<file path="src/rtl/aes_pkg.sv">
// ============================================================================
//  Package : aes_pkg
//  Shared GF(2^8) helpers, MixColumns coefficients and FSM encoding for the
//  column-serial (Inv)MixColumns datapath.
//  Rev     : 1.0  initial release
// ============================================================================
`default_nettype none

package aes_pkg;

    localparam int NCOL = 4;

    // Only the low nibble of any (Inv)MixColumns coefficient is ever non-zero.
    localparam logic [3:0] c_mul_09 = 4'h9;
    localparam logic [3:0] c_mul_0b = 4'hb;
    localparam logic [3:0] c_mul_0d = 4'hd;
    localparam logic [3:0] c_mul_0e = 4'he;
    localparam logic [3:0] c_mul_02 = 4'h2;
    localparam logic [3:0] c_mul_03 = 4'h3;
    localparam logic [3:0] c_mul_01 = 4'h1;

    typedef enum logic [1:0] {
        ST_IDLE = 2'd0,
        ST_BUSY = 2'd1,
        ST_DONE = 2'd2
    } state_t;

    function automatic logic [7:0] xtime(input logic [7:0] b);
        return {b[6:0], 1'b0} ^ (b[7] ? 8'h1b : 8'h00);
    endfunction

    function automatic logic [7:0] gf_mul(input logic [7:0] a, input logic [3:0] k);
        logic [7:0] p;
        logic [7:0] x;
        p = 8'h00;
        x = a;
        for (int i = 0; i < 4; i++) begin
            if (k[i]) p = p ^ x;
            x = xtime(x);
        end
        return p;
    endfunction

endpackage

`default_nettype wire

</file>
<file path="src/rtl/inv_mix_column_word.sv">
// ============================================================================
//  Module : inv_mix_column_word
//  Combinational single-column (Inv)MixColumns engine; i_mode=1 selects the
//  forward matrix, i_mode=0 the inverse matrix.
//  Rev    : 1.0  initial release
// ============================================================================
`default_nettype none

module inv_mix_column_word
    import aes_pkg::*;
(
    input  logic [31:0] i_col,
    input  logic        i_mode,
    output logic [31:0] o_col
);

    logic [7:0] w_a [NCOL];
    logic [3:0] w_k [NCOL];

    // First matrix row; every other row is this row rotated right by its index.
    assign w_k[0] = i_mode ? c_mul_02 : c_mul_0e;
    assign w_k[1] = i_mode ? c_mul_03 : c_mul_0b;
    assign w_k[2] = i_mode ? c_mul_01 : c_mul_0d;
    assign w_k[3] = i_mode ? c_mul_01 : c_mul_09;

    for (genvar j = 0; j < NCOL; j++) begin : g_byte
        assign w_a[j] = i_col[31-8*j -: 8];
    end

    for (genvar r = 0; r < NCOL; r++) begin : g_row
        assign o_col[31-8*r -: 8] = gf_mul(w_a[0], w_k[(NCOL + 0 - r) % NCOL])
                                  ^ gf_mul(w_a[1], w_k[(NCOL + 1 - r) % NCOL])
                                  ^ gf_mul(w_a[2], w_k[(NCOL + 2 - r) % NCOL])
                                  ^ gf_mul(w_a[3], w_k[(NCOL + 3 - r) % NCOL]);
    end

endmodule

`default_nettype wire

</file>
<file path="src/rtl/inv_mix_columns_seq.sv">
// ============================================================================
//  Module : inv_mix_columns_seq
//  Column-serial AES InvMixColumns over valid/ready, one column per cycle.
//  Macro INV_MIX_FWD_EN adds the fwd port (1 = forward MixColumns).
//  Rev    : 1.0  initial release
// ============================================================================
`default_nettype none

module inv_mix_columns_seq #(
    parameter int NCOL  = 4,
    parameter int CNT_W = 2
) (
    input  logic         clk,
    input  logic         rst_n,
    input  logic         in_valid,
    output logic         in_ready,
    input  logic [127:0] in_state,
    output logic         out_valid,
    input  logic         out_ready,
    output logic [127:0] out_state
`ifdef INV_MIX_FWD_EN
    ,
    input  logic         fwd
`endif
);
    import aes_pkg::*;

    if (NCOL != 4 || CNT_W != 2) begin : g_bad_cfg
        $error("inv_mix_columns_seq: NCOL must be 4 and CNT_W must be 2");
    end

    state_t             r_state;
    state_t             w_next;
    logic [CNT_W-1:0]   r_col_cnt;
    logic [127:0]       r_src;
    logic               w_accept;
    logic               w_mode;
    logic [31:0]        w_col_in;
    logic [31:0]        w_col_out;
    logic [6:0]         w_col_lsb;

    always_ff @(posedge clk or negedge rst_n) begin
        if (!rst_n) r_state <= ST_IDLE;
        else        r_state <= w_next;
    end

    always_comb begin
        w_next    = r_state;
        in_ready  = 1'b0;
        out_valid = 1'b0;
        w_accept  = 1'b0;
        case (r_state)
            ST_IDLE: begin
                // Gated by rst_n so the block never advertises readiness in reset.
                in_ready = rst_n;
                if (in_valid) begin
                    w_accept = 1'b1;
                    w_next   = ST_BUSY;
                end
            end
            ST_BUSY: begin
                if (r_col_cnt == CNT_W'(NCOL - 1)) w_next = ST_DONE;
            end
            ST_DONE: begin
                out_valid = 1'b1;
                if (out_ready) w_next = ST_IDLE;
            end
            default: w_next = ST_IDLE;
        endcase
    end

    // Column c lives at bits [127-32c -: 32]; for 4 columns its LSB is 32*(~c).
    assign w_col_lsb = {~r_col_cnt, 5'd0};
    assign w_col_in  = r_src[w_col_lsb +: 32];

    always_ff @(posedge clk or negedge rst_n) begin
        if (!rst_n) begin
            r_src     <= '0;
            r_col_cnt <= '0;
            out_state <= '0;
        end else if (w_accept) begin
            r_src     <= in_state;
            r_col_cnt <= '0;
        end else if (r_state == ST_BUSY) begin
            out_state[w_col_lsb +: 32] <= w_col_out;
            r_col_cnt                  <= r_col_cnt + CNT_W'(1);
        end
    end

`ifdef INV_MIX_FWD_EN
    logic r_mode;

    always_ff @(posedge clk or negedge rst_n) begin
        if (!rst_n)        r_mode <= 1'b0;
        else if (w_accept) r_mode <= fwd;
    end

    assign w_mode = r_mode;
`else
    assign w_mode = 1'b0;
`endif

    inv_mix_column_word u_col (
        .i_col  (w_col_in),
        .i_mode (w_mode),
        .o_col  (w_col_out)
    );

endmodule

`default_nettype wire
</file>
<file path="config.mk">
export PLATFORM = sky130hd
export DESIGN_NAME = inv_mix_columns_seq
export DESIGN_NICKNAME = d
export VERILOG_FILES = /design/src/rtl/aes_pkg.sv /design/src/rtl/inv_mix_column_word.sv /design/src/rtl/inv_mix_columns_seq.sv
export SDC_FILE = /design/constraint.sdc
export NUM_CORES = 1
export LEC_CHECK = 0
export BUFFER_PORTS_ARGS = -buffer_cell sky130_fd_sc_hd__buf_2
export CAP_MARGIN = 10
export CORE_MARGIN = 10
export CORE_UTILIZATION = 60
export DETAILED_ROUTE_END_ITERATION = 6
export GPL_TIMING_DRIVEN = 0
export PLACE_DENSITY = 0.82
export REMOVE_ABC_BUFFERS = 1
export SYNTH_ARGS = -nofsm -noshare
export SYNTH_HDL_FRONTEND = slang
export SYNTH_SLANG_ARGS = --single-unit
</file>
<file path="constraint.sdc">
create_clock -name clk -period 4.7 [get_ports clk]
set_clock_uncertainty 0.1 [all_clocks]
set_input_delay 0.47 -clock clk [delete_from_list [all_inputs] [get_ports clk]]
set_output_delay 0.47 -clock clk [all_outputs]
set_load 0.01 [all_outputs]
</file>
## After elaboration in Yosys (flattened, before gate mapping)

Cells that the tools add are included.

| word-level totals | value |
|---|---|
| flip-flop bits (word level) | 260 |
| bits in writable memories | 0 |
| ROM bits | 0 |
| output and inout bits | 130 |
| latch bits | 0 |
| memories kept | 0 |

| operators by class | value |
|---|---|
| add/sub/neg operators | 2 |
| eq/ne operators | 6 |
| reductions and logical operators | 4 |
| multipliers | 0 |
| order comparisons | 0 |
| shift operators | 3 |
| divide/modulo/power cells | 0 |
| bitwise gates (word level) | 54 |
| mux-type cells | 23 |

Operators with widths:

| operator | count |
|---|---|
| bitwise XOR 8 bit | 50 |
| bitwise mux 128 bit | 1 |
| variable shift 32 x 9 -> 128 bit, first input constant | 1 |
| variable part select 128 x 8 -> 32 bit | 1 |
| variable part select 32 x 9 -> 128 bit | 1 |
| 2-to-1 mux 5 bit | 12 |
| bitwise XOR 8 x 5 -> 8 bit | 2 |
| 2-to-1 mux 2 bit | 5 |
| negation 7 -> 9 bit | 1 |
| inequality test 2 bit, second input constant | 3 |
| case mux 2 bit (3 select lines) | 1 |
| == test 2 bit, second input constant | 2 |
| 2-to-1 mux 1 bit | 4 |
| AND reduction 3 bit | 1 |
| adder 2 x 1 -> 2 bit, second input constant | 1 |
| == test 2 x 1 -> 1 bit, second input constant | 1 |
| zero test 2 bit | 1 |
| NOT 2 bit | 1 |
| AND reduction 2 bit | 1 |
| nonzero test 2 bit | 1 |
| NOT 1 bit | 1 |

## Longest topological paths before layout

Gate-level depths: netlist (run 1).

| logic depth | value |
|---|---|
| depth after elaboration | 14 |
| mapped depth | 10 |

## Cells and area by module

A second synthesis (run 1) with hierarchy kept.

| second synthesis, totals | value |
|---|---|
| cells, all modules | 1162 |
| area total of the unflattened synthesis | 13878.3 um^2 |

Modules (own cells, without submodules):

| module | times used | area an instance (um^2) | sequential area each (um^2) | cells an instance |
|---|---|---|---|---|
| inv_mix_columns_seq | 1 | 11831.3 | 6506.2 | 918 |
| inv_mix_column_word | 1 | 2047.0 | 0.0 | 244 |

## Least setup slack after synthesis (run 1)

No wires, ideal clock.

| path | value |
|---|---|
| path kind | register to register |
| start | reg r_col_cnt[0] |
| end | reg out_state[101] |
| path slack | 1.645 ns |
| data required time | 4.523 ns |
| buffers on the path | 2 |
| library setup time | 0.077 ns |
| arrival | 2.878 ns |
| stages on the path, launching flop included | 9 |
| cell sequence | dfrtp_1 buf_6 mux4_2 buf_6 xnor3_2 xor3_2 xnor2_2 xnor3_1 o21ai_1 |

| on the way | value |
|---|---|
| word-level cells in the longest chain between the ends | 12 |
| elaborated cells between the ends (all ways) | 70 |
| classes of those cells | 1 x add/sub; 3 x shift; 13 x mux; 53 x bitwise |

RTL lines:

| element | RTL line | source |
|---|---|---|
| start: declaration | inv_mix_columns_seq.sv:34 | `logic [CNT_W-1:0] r_col_cnt;` |
| start signal: assignment | inv_mix_columns_seq.sv:86 | `r_col_cnt <= r_col_cnt + CNT_W'(1);` |
| NOT 2 bit (*) | inv_mix_columns_seq.sv:73 | `assign w_col_lsb = {~r_col_cnt, 5'd0};` |
| variable part select 128 x 8 -> 32 bit | inv_mix_columns_seq.sv:74 | `assign w_col_in = r_src[w_col_lsb +: 32];` |
| bitwise XOR 8 bit or 2-to-1 mux 5 bit (tied branches) (2 in series) | aes_pkg.sv:29 | `return {b[6:0], 1'b0} ^ (b[7] ? 8'h1b : 8'h00);` |
| 2-to-1 mux 5 bit or bitwise XOR 8 bit (tied branches) | aes_pkg.sv:29 |  |
| bitwise XOR 8 bit (on tied branches) | aes_pkg.sv:29, aes_pkg.sv:38 |  |
| bitwise XOR 8 bit | aes_pkg.sv:38 | `if (k[i]) p = p ^ x;` |
| bitwise XOR 8 bit | inv_mix_column_word.sv:32 | `^ gf_mul(w_a[1], w_k[(NCOL + 1 - r) % NCOL])` |
| bitwise XOR 8 bit | inv_mix_column_word.sv:33 | `^ gf_mul(w_a[2], w_k[(NCOL + 2 - r) % NCOL])` |
| bitwise XOR 8 bit | inv_mix_column_word.sv:34 | `^ gf_mul(w_a[3], w_k[(NCOL + 3 - r) % NCOL]);` |
| variable part select 32 x 9 -> 128 bit | inv_mix_columns_seq.sv:85 | `out_state[w_col_lsb +: 32] <= w_col_out;` |
| bitwise mux 128 bit (*) | inv_mix_columns_seq.sv:85 |  |
| end signal: indexed assignment | inv_mix_columns_seq.sv:85 |  |
| end: declaration | inv_mix_columns_seq.sv:20 | `output logic [127:0] out_state` |

Every way passes the cells marked *; elsewhere a longest branch is shown, timed or not.
A chain may end at the register's enable or synchronous reset.

## Worst setup path in the final report (run 1)

Ends and elaborated chain as after synthesis.

==> results of run 1 <==
[timing repair]
item | 4_1_cts | 5_1_grt
endpoints found under the setup margin | 0 | 0
hold buffers | 1 | 0
hold endpoints to repair | 19 | 0
[per-layer routing]
metal  up-vias  global-route usage, %
met5         -                      0
met4         2                   3.99
met3        43                   5.30
met2       349                   37.7
met1      4214                   31.4
li1       3796                      -
[worst register-to-register path: cells and delay by family, from the launching register on]
| kind | cells | cell delay (ns) |
|---|---|---|
| xor+xnor | 4 | 1.79 |
| flops | 1 | 0.86 |
| mux | 1 | 0.68 |
| buf+inv | 1 | 0.28 |
| compound gates | 1 | 0.19 |
[cells in the mapped netlist (all sizes together)]
library cell and count:
xor2 33, or4 1, mux2i 1, o21bai 1, mux4 32, nand2 130, a22o 6, nor3 2
xnor3 33, mux2 128, dfrtp 260, clkbuf 38, nor3b 2, or3 2, nand4b 1, nor2b 2
xnor2 121, ha 5, xor3 4, inv 6, buf 20, o21ai 124, nor2 4
[kinds of logic (layout without fill, tap and decap cells)]
group | count (synthesis) | in the layout
mux | 161 | 161
xor+xnor | 191 | 191
flops | 260 | 260
fa+ha+maj | 5 | 5
simple gates | 144 | 144
buf+inv | 64 | 335
compound gates | 131 | 131
other cells | 0 | 2
[state kept, by name, summed over array words and instances (netlist names)]
| name | cells |
|---|---|
| out_state | 128 |
| r_state | 2 |
| r_src | 128 |
| r_col_cnt | 2 |
[final timing paths]
| kind | from | to | slack (ns) | depth (start not counted) |
|---|---|---|---|---|
| setup / recovery | r_col_cnt[0]$_DFFE_PN0P_ | out_state[101]$_DFFE_PN0P_ | 0.70 | 7 |
| hold / removal | in_state[107] | r_src[107]$_DFFE_PN0P_ | 0.06 | 2 |
| setup reg to reg | r_col_cnt[0]$_DFFE_PN0P_ | out_state[101]$_DFFE_PN0P_ | 0.70 | 7 |
| hold reg to reg | out_state[63]$_DFFE_PN0P_ | out_state[63]$_DFFE_PN0P_ | 0.37 | 2 |
| max in group asynchronous | rst_n | r_src[116]$_DFFE_PN0P_ | 3.35 | 3 |
| min in group asynchronous | rst_n | out_state[25]$_DFFE_PN0P_ | 0.27 | 2 |
[layout make-up]
class / count / area, µm²
inverters: 6 / 22.5
diodes: 2 / 5.00
multi-input cells: 632 / 5830
repair buffers: 281 / 1650
well taps: 275 / 344
flip-flops and latches: 260 / 6510
clock inverters: 7 / 63.8
fillers: 1391 / 5610
clock buffers: 41 / 848
[metrics by stage]
stage | util, % | hold WS, ns | cell area (µm²)
2_1_floorplan | - | 0.0744 | 12400
3_3_place_gp | 67.0 | 0.355 | 14000
3_5_place_dp | 68.4 | 0.220 | 14300
4_1_cts | 72.8 | 0.0613 | 15200
5_1_grt | 73.1 | 0.0656 | 15300
6_report | 73.1 | 0.0636 | 15300
==> flow_summary.toml, run 1 <==
[global_route]
grt_antenna_before_repair = 3
grt_pass1_wl_um = 49400
grtUsageTotal_pct = 23.1
grt_pass1_vias = 8960
grt_max_degree = 128
overflow = 0

[worst_hold_path]
worstHoldPathType = "input pin to register"

[job]
drv_cap = 0

[timing]
rsz0062_at_grt = "false"
slew_headroom_pct = 24.8
fin_crit_ns = 4.00
setup_viol = 0
drv_slew = 0
finalSetupTns_ns = 0
tightest_slew_ns = 1.13
hold_viol_final = 0
period_share_pct = 85.0
fin_ws_ns = 0.703
fmax_ghz = 0.250

[place]
dp_hpwl_um = 23400
io_buffers = 261
place_ws_ns = 0.681
placedCellCount = 1451
place_congestion = 0.883

[synth]
synth_cells = 956
synth_warnings = 0
post_synth_main_area_contributors = "dfrtp_1, mux2_2, xnor2_1, mux4_2, xnor3_1"
syn_area_per_cell_um2 = 13.2
yosys.area_share.xor_xnor_pct = 18.4
synth_seq_cells = 260
synthMuxAreaShare_pct = 17.3
ys_seq_area_share_pct = 51.5
yosysTopAreaCell = "dfrtp_1"
synthSimpleGateAreaFrac_pct = 4.51
synth_top_area_share_pct = 51.5
synth_top_family_by_area = "XOR/XNOR gates"
synth_cell_types = 33
syn_area_um2 = 12600
synth_compound_gate_area_share_pct = 5.39
synth-adder-area-share_pct = 0.495

[clock_network]
cts_resized = 0
clk_latency_ns = 0.52
h-tree-depth = 1
cts_buffers = 26
numClockSinks = 260
clkTransAtPathRegs_ns = 0.07
cts_setup_buffers = 0
cts-root-buf = "clkbuf_16"
cts_tree = "built"
clockBufferDepth = 3

[route]
wl_met3_um = 3020
first_iter_violations = 535
wl_per_cell_um = 21.4
met2_length_um = 15500
met1Wirelength_um = 13100
wirelength_um = 32200
drtAntennaViolNets = 0
drc = 0
num_vias = 8404
top_layer_used = "met5"
vias_per_cell = 5.59
firstDrtPassIters = 5

[layout]
synthToLayoutAreaGrowth_pct = 20.9
final_cells = 1504
final_cell_mix = "buf_2, dfrtp_1, nand2_1"
drive_gt1_share_pct = 41.4
final_common_cell = "buf_2"
nets = 1344

[setup_path]
crit_buf_inv = 1
slowest_stage = "dfrtp_2"
cpPeakStageDelay_ns = 0.86
worstPathRequired_ns = 5.03
arrival_ns = 4.33
critPathKind = "register to register"
crit_family = "XOR/XNOR gates"
worstPathCellList = "buf_12 -> mux4_2 -> xnor2_1 -> xor3_2 -> xnor2_2 -> xnor3_1 -> o21ai_1"
start_kind = "register"
endpoint_kind = "register"
crit_fanout = 25

[die]
core_um2 = 20900
dieArea_um2 = 27300
rows = 53
die_x_um = 165
fp.dieH_um = 165
ioPinCount = 262
initial_utilization_pct = 60.5

[outcome]
status = "completed"
Power of run 1 is left out: the tool's default activity adds up to more than one toggle a clock period on the data nets, which glitch-free logic cannot reach.
==> run 2, diff against run 1 <==
--- a/config.mk
+++ b/config.mk
@@ -8,10 +8,10 @@
 export BUFFER_PORTS_ARGS = -buffer_cell sky130_fd_sc_hd__buf_2
 export CAP_MARGIN = 10
 export CORE_MARGIN = 10
-export CORE_UTILIZATION = 60
+export CORE_UTILIZATION = 30
 export DETAILED_ROUTE_END_ITERATION = 6
 export GPL_TIMING_DRIVEN = 0
-export PLACE_DENSITY = 0.82
+export PLACE_DENSITY = 0.45
 export REMOVE_ABC_BUFFERS = 1
 export SYNTH_ARGS = -nofsm -noshare
 export SYNTH_HDL_FRONTEND = slang
==> flow_summary.toml, run 2 (synthesized netlist as in run 1, its figures left out) <==
[clock_network]
cts_resized = 0
clockBufferDepth = 3
h-tree-depth = 1
numClockSinks = 260
cts-root-buf = "clkbuf_16"
ctsHoldBuffers = 31
cts_setup_buffers = 0
cts_buffers = 31
cts_tree = "built"
clkTransAtPathRegs_ns = 0.06
clk_latency_ns = 0.58

[layout]
multi_input_area_um2 = 5830
final_util_pct = 38.4
synthToLayoutAreaGrowth_pct = 26.9
drive_gt1_share_pct = 40.8
final_cells = 1809
final_common_cell = "buf_2"
reg_top3 = "out_state (128), r_src (128)"
regArea_um2 = 6510
fill_cells = 4110
final_cell_mix = "buf_2, dfrtp_1, nand2_1, mux2_2, xnor2_1"
nets = 1381

[global_route]
grt_max_degree = 109
overflow = 0
grtUsageMet2_pct = 23.5
grt_use_met1_pct = 19.8
grt_busiest_layer = "met2"
grt_pass1_vias = 9182
grtUsageTotal_pct = 14.7
gr-usage-met3_pct = 3.99
grt_pass1_wl_um = 57900
grt_antenna_before_repair = 10

[die]
dieArea_um2 = 50700
core_um2 = 41800
fp.dieH_um = 225
initial_utilization_pct = 30.3
die_x_um = 225
rows = 75
ioPinCount = 262

[route]
num_vias = 8323
wl_per_cell_um = 20.7
firstDrtPassIters = 5
first_iter_violations = 408
wirelength_um = 37400
drc = 0
drtAntennaViolNets = 0
vias_per_cell = 4.60

[job]
drv_cap = 0

[timing]
fmax_ghz = 0.238
finalSetupTns_ns = 0
rsz0062_at_grt = "false"
period_share_pct = 89.2
slew_headroom_pct = 17.5
fin_crit_ns = 4.19
drv_slew = 0
setup_viol = 0
tightest_slew_ns = 1.24
fin_hold_ws_ns = 0.0255
hold_viol_final = 0

[worst_hold_path]
worstHoldPathType = "input pin to register"
hold_depth = 2
hold_path_end = "r_src[11]$_DFFE_PN0P_"
worstHoldStart = "in_state[11]"

[setup_path]
rr_worst_depth = 6
r2r-end = "out_state[115]$_DFFE_PN0P_"
endpoint_kind = "register"
crit_fanout = 40
critPathKind = "register to register"
reg2reg_slack_ns = 0.51
start_kind = "register"
arrival_ns = 4.50
r2r-start = "r_col_cnt[0]$_DFFE_PN0P_"
worstPathRequired_ns = 5.00

[place]
dp_hpwl_um = 28000
place_congestion = 0.743
io_buffers = 261
placedCellCount = 1718

[outcome]
status = "completed"
## run 2: worst max-delay path by stage
stage,slack (ns),cells past startpoint,to,startpoint
3_3_place_gp,-11.92,2,r_src[67]$_DFFE_PN0P_,r_state[0]$_DFFE_PN0P_
4_1_cts,0.44,6,out_state[115]$_DFFE_PN0P_,r_col_cnt[0]$_DFFE_PN0P_
2_1_floorplan,-6.33,2,r_src[0]$_DFFE_PN0P_,r_state[0]$_DFFE_PN0P_
5_1_grt,0.26,6,out_state[115]$_DFFE_PN0P_,r_col_cnt[0]$_DFFE_PN0P_
6_report,0.51,6,out_state[115]$_DFFE_PN0P_,r_col_cnt[0]$_DFFE_PN0P_
3_5_place_dp,0.46,6,out_state[115]$_DFFE_PN0P_,r_col_cnt[0]$_DFFE_PN0P_
## run 2: metal layers
metal / share of wire, % / wire length, µm / up-vias
met4: 1.4 / 534 / 16
met3: 6.7 / 2520 / 54
li1: - / - / 3871
met1: 46 / 17200 / 4163
met2: 46 / 17100 / 219
met5: 0.26 / 97 / -
## run 2: area by class of cell
class                   count  area share (%)
inverters                   6           0.140
clock inverters            14           0.952
multi-input cells         632            36.4
well taps                 539            4.20
flip-flops and latches    260            40.6
clock buffers              43            5.49
diodes                      2          0.0312
repair buffers            313            12.2
## run 2: metrics by stage
step,cell area (µm²),setup WS [ns]
floorplan,12400,-6.33
global placement,14300,-11.92
detailed placement,14700,0.460
CTS,16000,0.440
global route,16000,0.258
finish,16000,0.507
## run 2: critical path: stages, from the launching register on
cell     delay [ns]
dfrtp_4        0.93
mux4_2         0.79
xnor2_1        0.73
xnor2_1        0.26
xnor3_1        0.44
xnor2_1        0.52
o21ai_0        0.15
Power of run 2 is left out for the same reason.
